[src/rtl/serial_sub.sv]
// Bit-serial subtractor: computes (a - b) mod 2^WIDTH one bit per clock, LSB first,
// and reports the final borrow, a zero flag, busy while running and a one-cycle done pulse.
module serial_sub #(
  parameter int WIDTH = 32
) (
  input  logic             clk,
  input  logic             rst,
  input  logic             start,
  input  logic [WIDTH-1:0] a,
  input  logic [WIDTH-1:0] b,
  output logic [WIDTH-1:0] diff,
  output logic             borrow_out,
  output logic             zero,
  output logic             busy,
  output logic             done
);

  localparam int CNT_W = (WIDTH > 2) ? $clog2(WIDTH) : 1;
  localparam logic [CNT_W-1:0] LAST_BIT = CNT_W'(WIDTH - 1);

  typedef enum logic [1:0] {
    IDLE = 2'd0,
    RUN  = 2'd1,
    DONE = 2'd2
  } state_t;

  state_t           state;
  logic [WIDTH-1:0] a_sh;
  logic [WIDTH-1:0] b_sh;
  logic [WIDTH-1:0] res_sh;
  logic             bw;
  logic [CNT_W-1:0] cnt;

  logic [1:0]       step;
  logic [WIDTH-1:0] res_next;

  // One full-subtractor cell: returns {borrow_next, difference_bit}.
  function automatic logic [1:0] sub_bit(input logic ai, input logic bi, input logic bin);
    logic d;
    logic bo;
    d  = ai ^ bi ^ bin;
    bo = (~ai & bi) | (~(ai ^ bi) & bin);
    return {bo, d};
  endfunction

  always_comb begin
    step     = sub_bit(a_sh[0], b_sh[0], bw);
    res_next = {step[0], res_sh[WIDTH-1:1]};
  end

  always_ff @(posedge clk) begin
    if (rst) begin
      state      <= IDLE;
      a_sh       <= '0;
      b_sh       <= '0;
      res_sh     <= '0;
      bw         <= 1'b0;
      cnt        <= '0;
      diff       <= '0;
      borrow_out <= 1'b0;
      zero       <= 1'b0;
      busy       <= 1'b0;
      done       <= 1'b0;
    end else begin
      case (state)
        IDLE, DONE: begin
          done <= 1'b0;
          if (start) begin
            a_sh  <= a;
            b_sh  <= b;
            bw    <= 1'b0;
            cnt   <= '0;
            state <= RUN;
            busy  <= 1'b1;
          end else begin
            state <= IDLE;
            busy  <= 1'b0;
          end
        end
        RUN: begin
          a_sh   <= {1'b0, a_sh[WIDTH-1:1]};
          b_sh   <= {1'b0, b_sh[WIDTH-1:1]};
          res_sh <= res_next;
          bw     <= step[1];
          cnt    <= cnt + 1'b1;
          // The last bit lands straight in the outputs so done coincides with valid results.
          if (cnt == LAST_BIT) begin
            diff       <= res_next;
            borrow_out <= step[1];
            zero       <= (res_next == '0);
            state      <= DONE;
            busy       <= 1'b0;
            done       <= 1'b1;
          end
        end
        default: begin
          state <= IDLE;
          busy  <= 1'b0;
          done  <= 1'b0;
        end
      endcase
    end
  end

endmodule

[config.mk]
export PLATFORM = sky130hd
export DESIGN_NAME = serial_sub
export DESIGN_NICKNAME = d
export VERILOG_FILES = /design/src/rtl/serial_sub.sv
export SDC_FILE = /design/constraint.sdc
export NUM_CORES = 1
export LEC_CHECK = 0
export BUFFER_PORTS_ARGS = -buffer_cell sky130_fd_sc_hd__clkbuf_2
export CORE_ASPECT_RATIO = 1.2
export CORE_MARGIN = 4
export CORE_UTILIZATION = 40
export CTS_BUF_LIST = sky130_fd_sc_hd__clkbuf_8
export CTS_CLUSTER_SIZE = 16
export DETAILED_ROUTE_END_ITERATION = 16
export SYNTH_ARGS = -nofsm -noshare
export SYNTH_HDL_FRONTEND = slang
export SYNTH_SLANG_ARGS = --single-unit
[constraint.sdc]
create_clock -name clk -period 4.4 [get_ports clk]
set_input_delay 0.88 -clock clk [delete_from_list [all_inputs] [get_ports clk]]
set_output_delay 0.88 -clock clk [all_outputs]
set_load 0.05 [all_outputs]
# After elaboration in Yosys (flattened, before gate mapping)
# Index checks and enable logic that the tools add are counted.
# totals
regBits	140
output_inout_bits	36
wordCells	46
# op_classes
add_sub_neg	1
eq_ne	5
muxes	14
n_bitwise	8
n_reduce_logical	7
# ops
operator	count
one-hot mux 32 bit (2 select lines)	2
2-to-1 mux 32 bit	2
logical NOT 32 bit	1
one-hot mux 5 bit (2 select lines)	1
adder 5 x 1 -> 5 bit, second input constant	1
== test 5 bit, second input constant	1
2-to-1 mux 5 bit	1
2-to-1 mux 1 bit	4
!= test 2 bit, second input constant	2
one-hot mux 1 bit (2 select lines)	2
one-hot mux 2 bit (2 select lines)	1
AND reduction 2 bit	2
OR reduction 2 bit	2
inverter 1 bit	3
AND 1 bit	2
== test 2 x 1 -> 1 bit, second input constant	1
== test 2 bit, second input constant	1
logical NOT 2 bit	1
2-to-1 mux 2 bit	1
nonzero test 2 bit	1
bitwise XOR 1 bit	2
OR 1 bit	1

# Depth between registers and ports, before layout
# depth
ltp_word	5
depth_mapped	8
mapped_depth_nobuf	6

# Least setup slack after synthesis
# Ideal clock, no wire load.
# synth_timing
path_type	input to register
startpoint	input start
endpoint	register b_sh[10]
t_arrival_ns	1.633
required_ns	4.268
path_slack_ns	2.635
path_stages	5
path_buffers	2
cell_sequence	and2b_1 buf_2 buf_2 a22oi_1 a21oi_1
# synth_via
elab_chain_cells	2
# synth_lines
element	line	source
from (decl)	8	input logic start,
!= test 2 bit (no line)	-	
AND reduction 2 bit (no line)	-	
to (signal assigned)	82	b_sh <= {1'b0, b_sh[WIDTH-1:1]};
to (decl)	29	logic [WIDTH-1:0] b_sh;
# Every way passes these cells.
# A chain may end at the register's enable or synchronous reset.

# Worst setup path after layout
# layout_timing
startpoint	register cnt[0]
endpoint	register borrow_out
# layout_via
elab_chain_cells	2
# layout_lines
element	line	source
from (decl)	32	logic [CNT_W-1:0] cnt;
from (signal assigned)	85	cnt <= cnt + 1'b1;
== test 5 bit	87	if (cnt == LAST_BIT) begin
AND reduction 2 bit (no line)	-	
to (signal assigned)	89	borrow_out <= step[1];
to (decl)	12	output logic borrow_out,
# Every way passes these cells.

==> results summary <==
The flow ran to the end, and the final reports show no timing, DRC or antenna violations. The clock-pin slew reported for the worst setup and hold paths after clock tree synthesis came out at about 0.070 ns. The number of global-route vias before repair came out at about 4300. The residual antenna-violating net count after detailed routing came out at 0.

The count of clock tree sinks is 139. The number of optimization iterations in the first detailed-route pass came out at 4. The initial antenna violation count is 0. The most common cell in the synthesized netlist is sky130_fd_sc_hd__nand2_1.

Between clock sinks in the finished design, the worst skew comes to ~0.0077 ns. Net switching is between 20% and 30% of the power. STA classifies the critical path endpoint as a register. For this configuration, the core starts out at a cell density of 40.9%. The maximum number of pins on one net before global-route repair is between 70 and 80. In this run, synthesis inferred 0 flip-flops with an integrated enable. The worst-case setup slack after placement is approximately 1.8 ns. The clock period minus worst slack is between 2 and 2.5 ns. In this run, synthesis produced a sequential element count of approximately 140. The distinct cell type count after synthesis came out at 30. Buffers inserted during clock tree synthesis total 17.

The relative max-transition margin is roughly 25%. The maximum level of the CTS H-tree came out at 4. The area of the core came out at about 0.013 mm2. The remaining global-route overflow came out at 0. The maximum ir drop on the vdd rail came out at 0.000184 V. Per report_power, the clock group accounts for between 40% and 50% of the total. sky130_fd_sc_hd__dfxtp_1 takes more of the synthesized area than any other cell.

The Yosys step of the flow raised 0 warnings. The congestion estimate from routability-driven global placement came to 0.748. In this run the worst hold path is classified as register to register. The total number of vias is around 4500.

The cell sitting at the root of the clock tree is a sky130_fd_sc_hd__clkbuf_8. The I/O pin count is just over 100. By area the synthesized netlist is led by sky130_fd_sc_hd__dfxtp_1 (54%), sky130_fd_sc_hd__nand2_1 (14%), sky130_fd_sc_hd__a21oi_1 (12%), sky130_fd_sc_hd__a22oi_1 (9.6%), sky130_fd_sc_hd__clkbuf_1 (1.8%). Internal power comes to around 2 mW. The number of maximum-capacitance constraint violations came out at 0. The remaining design rule violation count came out at 0. For this design the static power due to leakage is 2.29 nW. The worst-skew pair later-pin latency came out at roughly 0.42 ns. TritonCTS built the clock tree. The data required time at the worst endpoint came out at 4.73 ns. The die covers roughly 0.015 mm2. Sequential elements use a little over half of the synthesized area.

The total number of placement rows came out at 45. Setup repair after global routing left no endpoint under its margin. Setup total negative slack on the finished layout was measured at 0 ns. Post-CTS timing repair inserted 0 buffers for setup.

Of all flip-flops after synthesis, the portion carrying an async set or reset was 0%. At the pin with the least slew margin, the transition time is roughly 1.1 ns. The number of vias per cell after detailed routing is 5.12. The layout cell share with drive strength beyond 1 came out at a little over 20%.

The number of nets in the synthesized netlist is between 600 and 700. Setup violations remaining at the end of the flow were counted as 0. The number of gates resized after CTS was 0. The hold buffer count at cts is 0. For this run, the top clock speed supported by timing is between 0.4 and 0.5 GHz.

The area added between synthesis and finish came out at 18.2%. The net count reported at finish is ~770. The least setup slack across all paths after layout came out at ~2.1 ns. Sorting the synthesized cells by how often they occur yields sky130_fd_sc_hd__nand2_1 (190), sky130_fd_sc_hd__dfxtp_1 (139), sky130_fd_sc_hd__a21oi_1 (129). The post-synthesis instance area came out at 0.00519 mm2.

The most used flip-flop cell after synthesis is sky130_fd_sc_hd__dfxtp_1. The total count of max-transition violations in the final report is 0. The sequential power share is 50.7%. Synthesis produced a netlist whose cell count is 621. The buffer depth of the longest clock path came out at 2.

The antenna diode count is 0. The final number of hold-violating endpoints came out at 0. The placed wire-length estimate came out at 7520 um. The data arrival time of the critical path is 2.65 ns. The detailed router finished its first iteration with between 300 and 400 violations. The share of total power in combinational logic is around 7.9%.

The die width is about 110 um. The wire length per cell after detailed routing is about 13 um. By startpoint and endpoint, the worst setup path is classified as register to register.

The per-instance average area after synthesis is around 8.4 um2. The net switching power of the design came out at roughly 0.62 mW. The wire length after detailed routing is ~12000 um.

The number of buffer cells added on primary ports is 102. The overall die height is roughly 130 um. The share of synthesized area in the top cell type comes to ~54%.

The final cycle utilization of the critical path came out at 52.7%. STA classifies the critical path startpoint as a register. In this run the worst path has a maximum fanout of 34.

In the global route stage, overall resource usage came out at between 10% and 20%. The first global-routing pass estimated 19500 um of wire. Dividing total power by cell area gives a power density of roughly 430 mW/mm2.
-- kinds of logic after synthesis --
family                   after synthesis  share of synthesized area (%)
AO/OA/AOI/OAI                        199                           22.5
flip-flops                           139                           53.7
buffers and inverters                 53                           5.04
multiplexers                           1                          0.217
AND/OR/NAND/NOR                      226                           17.7
adder cells (fa/ha/maj)                3                          0.868
-- cell usage in the layout (no fill, tap or decap) --
cell                         count
sky130_fd_sc_hd__o21ai_0         2
sky130_fd_sc_hd__inv_1           3
sky130_fd_sc_hd__nand2_4         1
sky130_fd_sc_hd__nor2b_1         1
sky130_fd_sc_hd__or3_1           1
sky130_fd_sc_hd__nand3b_1        1
sky130_fd_sc_hd__o21a_1          1
sky130_fd_sc_hd__nor2_4          1
sky130_fd_sc_hd__ha_1            2
sky130_fd_sc_hd__buf_4           7
sky130_fd_sc_hd__nor4_1          8
sky130_fd_sc_hd__a211oi_1        1
sky130_fd_sc_hd__and2b_2         1
sky130_fd_sc_hd__a21oi_1       129
sky130_fd_sc_hd__dfxtp_1       139
sky130_fd_sc_hd__nor2b_4         1
sky130_fd_sc_hd__inv_6           1
sky130_fd_sc_hd__and2_1          1
sky130_fd_sc_hd__clkinv_4        1
sky130_fd_sc_hd__nor2_1         13
sky130_fd_sc_hd__nand2b_1        2
sky130_fd_sc_hd__clkinv_2        3
sky130_fd_sc_hd__clkinvlp_4      2
sky130_fd_sc_hd__and3_1          1
sky130_fd_sc_hd__bufinv_16       3
sky130_fd_sc_hd__clkbuf_2      101
sky130_fd_sc_hd__nand2_1       190
sky130_fd_sc_hd__a22oi_1        66
sky130_fd_sc_hd__mux2_2          1
sky130_fd_sc_hd__fa_1            1
sky130_fd_sc_hd__clkbuf_8       21
sky130_fd_sc_hd__nor3_1          1
sky130_fd_sc_hd__nand4_1         3
-- power groups by stage --
| stage | sequential [mW] | clock, mW | combinational, mW |
|---|---|---|---|
| global route | 1.33 | 1.17 | 0.233 |
| detailed placement | 1.36 | 0 | 0.209 |
| global placement | 1.35 | 0 | 0.204 |
| floorplan | 1.35 | 0 | 0.152 |
| CTS | 1.33 | 1.11 | 0.209 |
| finish | 1.33 | 1.08 | 0.206 |
-- per-stage QoR --
stage	utilization [%]	total power [mW]	cell area (um2)	hold WS (ns)	instances
6_report	48.4	2.61	6130	0.454	874
3_5_place_dp	45.0	1.56	5700	0.446	842
2_1_floorplan	-	1.50	5190	0.436	621
5_1_grt	48.4	2.74	6130	0.473	874
3_3_place_gp	45.0	1.56	5700	0.442	842
4_1_cts	48.4	2.65	6130	0.457	874
-- path summary, 6_finish.rpt --
check | start | endpoint | slack (ns) | cells after the start
worst max register to register | cnt[0] | borrow_out | 2.08 | 6
worst min-delay path | diff[10] | diff[10] | 0.45 | 2
worst min register to register | diff[10] | diff[10] | 0.45 | 2
worst max-delay path | cnt[0] | borrow_out | 2.08 | 6
-- sequential cells by signal, summed over array words and instances, names as in the netlist, 2 cells and up --
| register | cells |
|---|---|
| diff | 32 |
| cnt | 5 |
| state | 2 |
| a_sh | 32 |
| b_sh | 32 |
| res_sh | 31 |
-- layout make-up --
class	instances	area (um2)
Clock buffer	21	289
Clock inverter	11	141
Inverter	2	7.51
Sequential cell	139	2780
Multi-Input combinational cell	429	2150
Timing Repair Buffer	108	558
Fill cell	1298	6540
Tap cell	164	205
-- critical path: stages, from the launching register on --
cell                       delay [ns]
sky130_fd_sc_hd__dfxtp_1         0.37
sky130_fd_sc_hd__ha_1            0.20
sky130_fd_sc_hd__and3_1          0.17
sky130_fd_sc_hd__ha_1            0.26
sky130_fd_sc_hd__and2_1          0.91
sky130_fd_sc_hd__nor2_1          0.07
sky130_fd_sc_hd__a211oi_1        0.23
-- per-layer routing --
metal / vias to the layer above / wire (um) / track usage [%]
met3: 16 / 775 / 5.31
li1: 2280 / - / -
met2: 111 / 5690 / 27.2
met4: 0 / 164 / 5.61
met1: 2065 / 5070 / 18.2
met5: - / 0 / 0
Power figures use the tool's default switching activity.
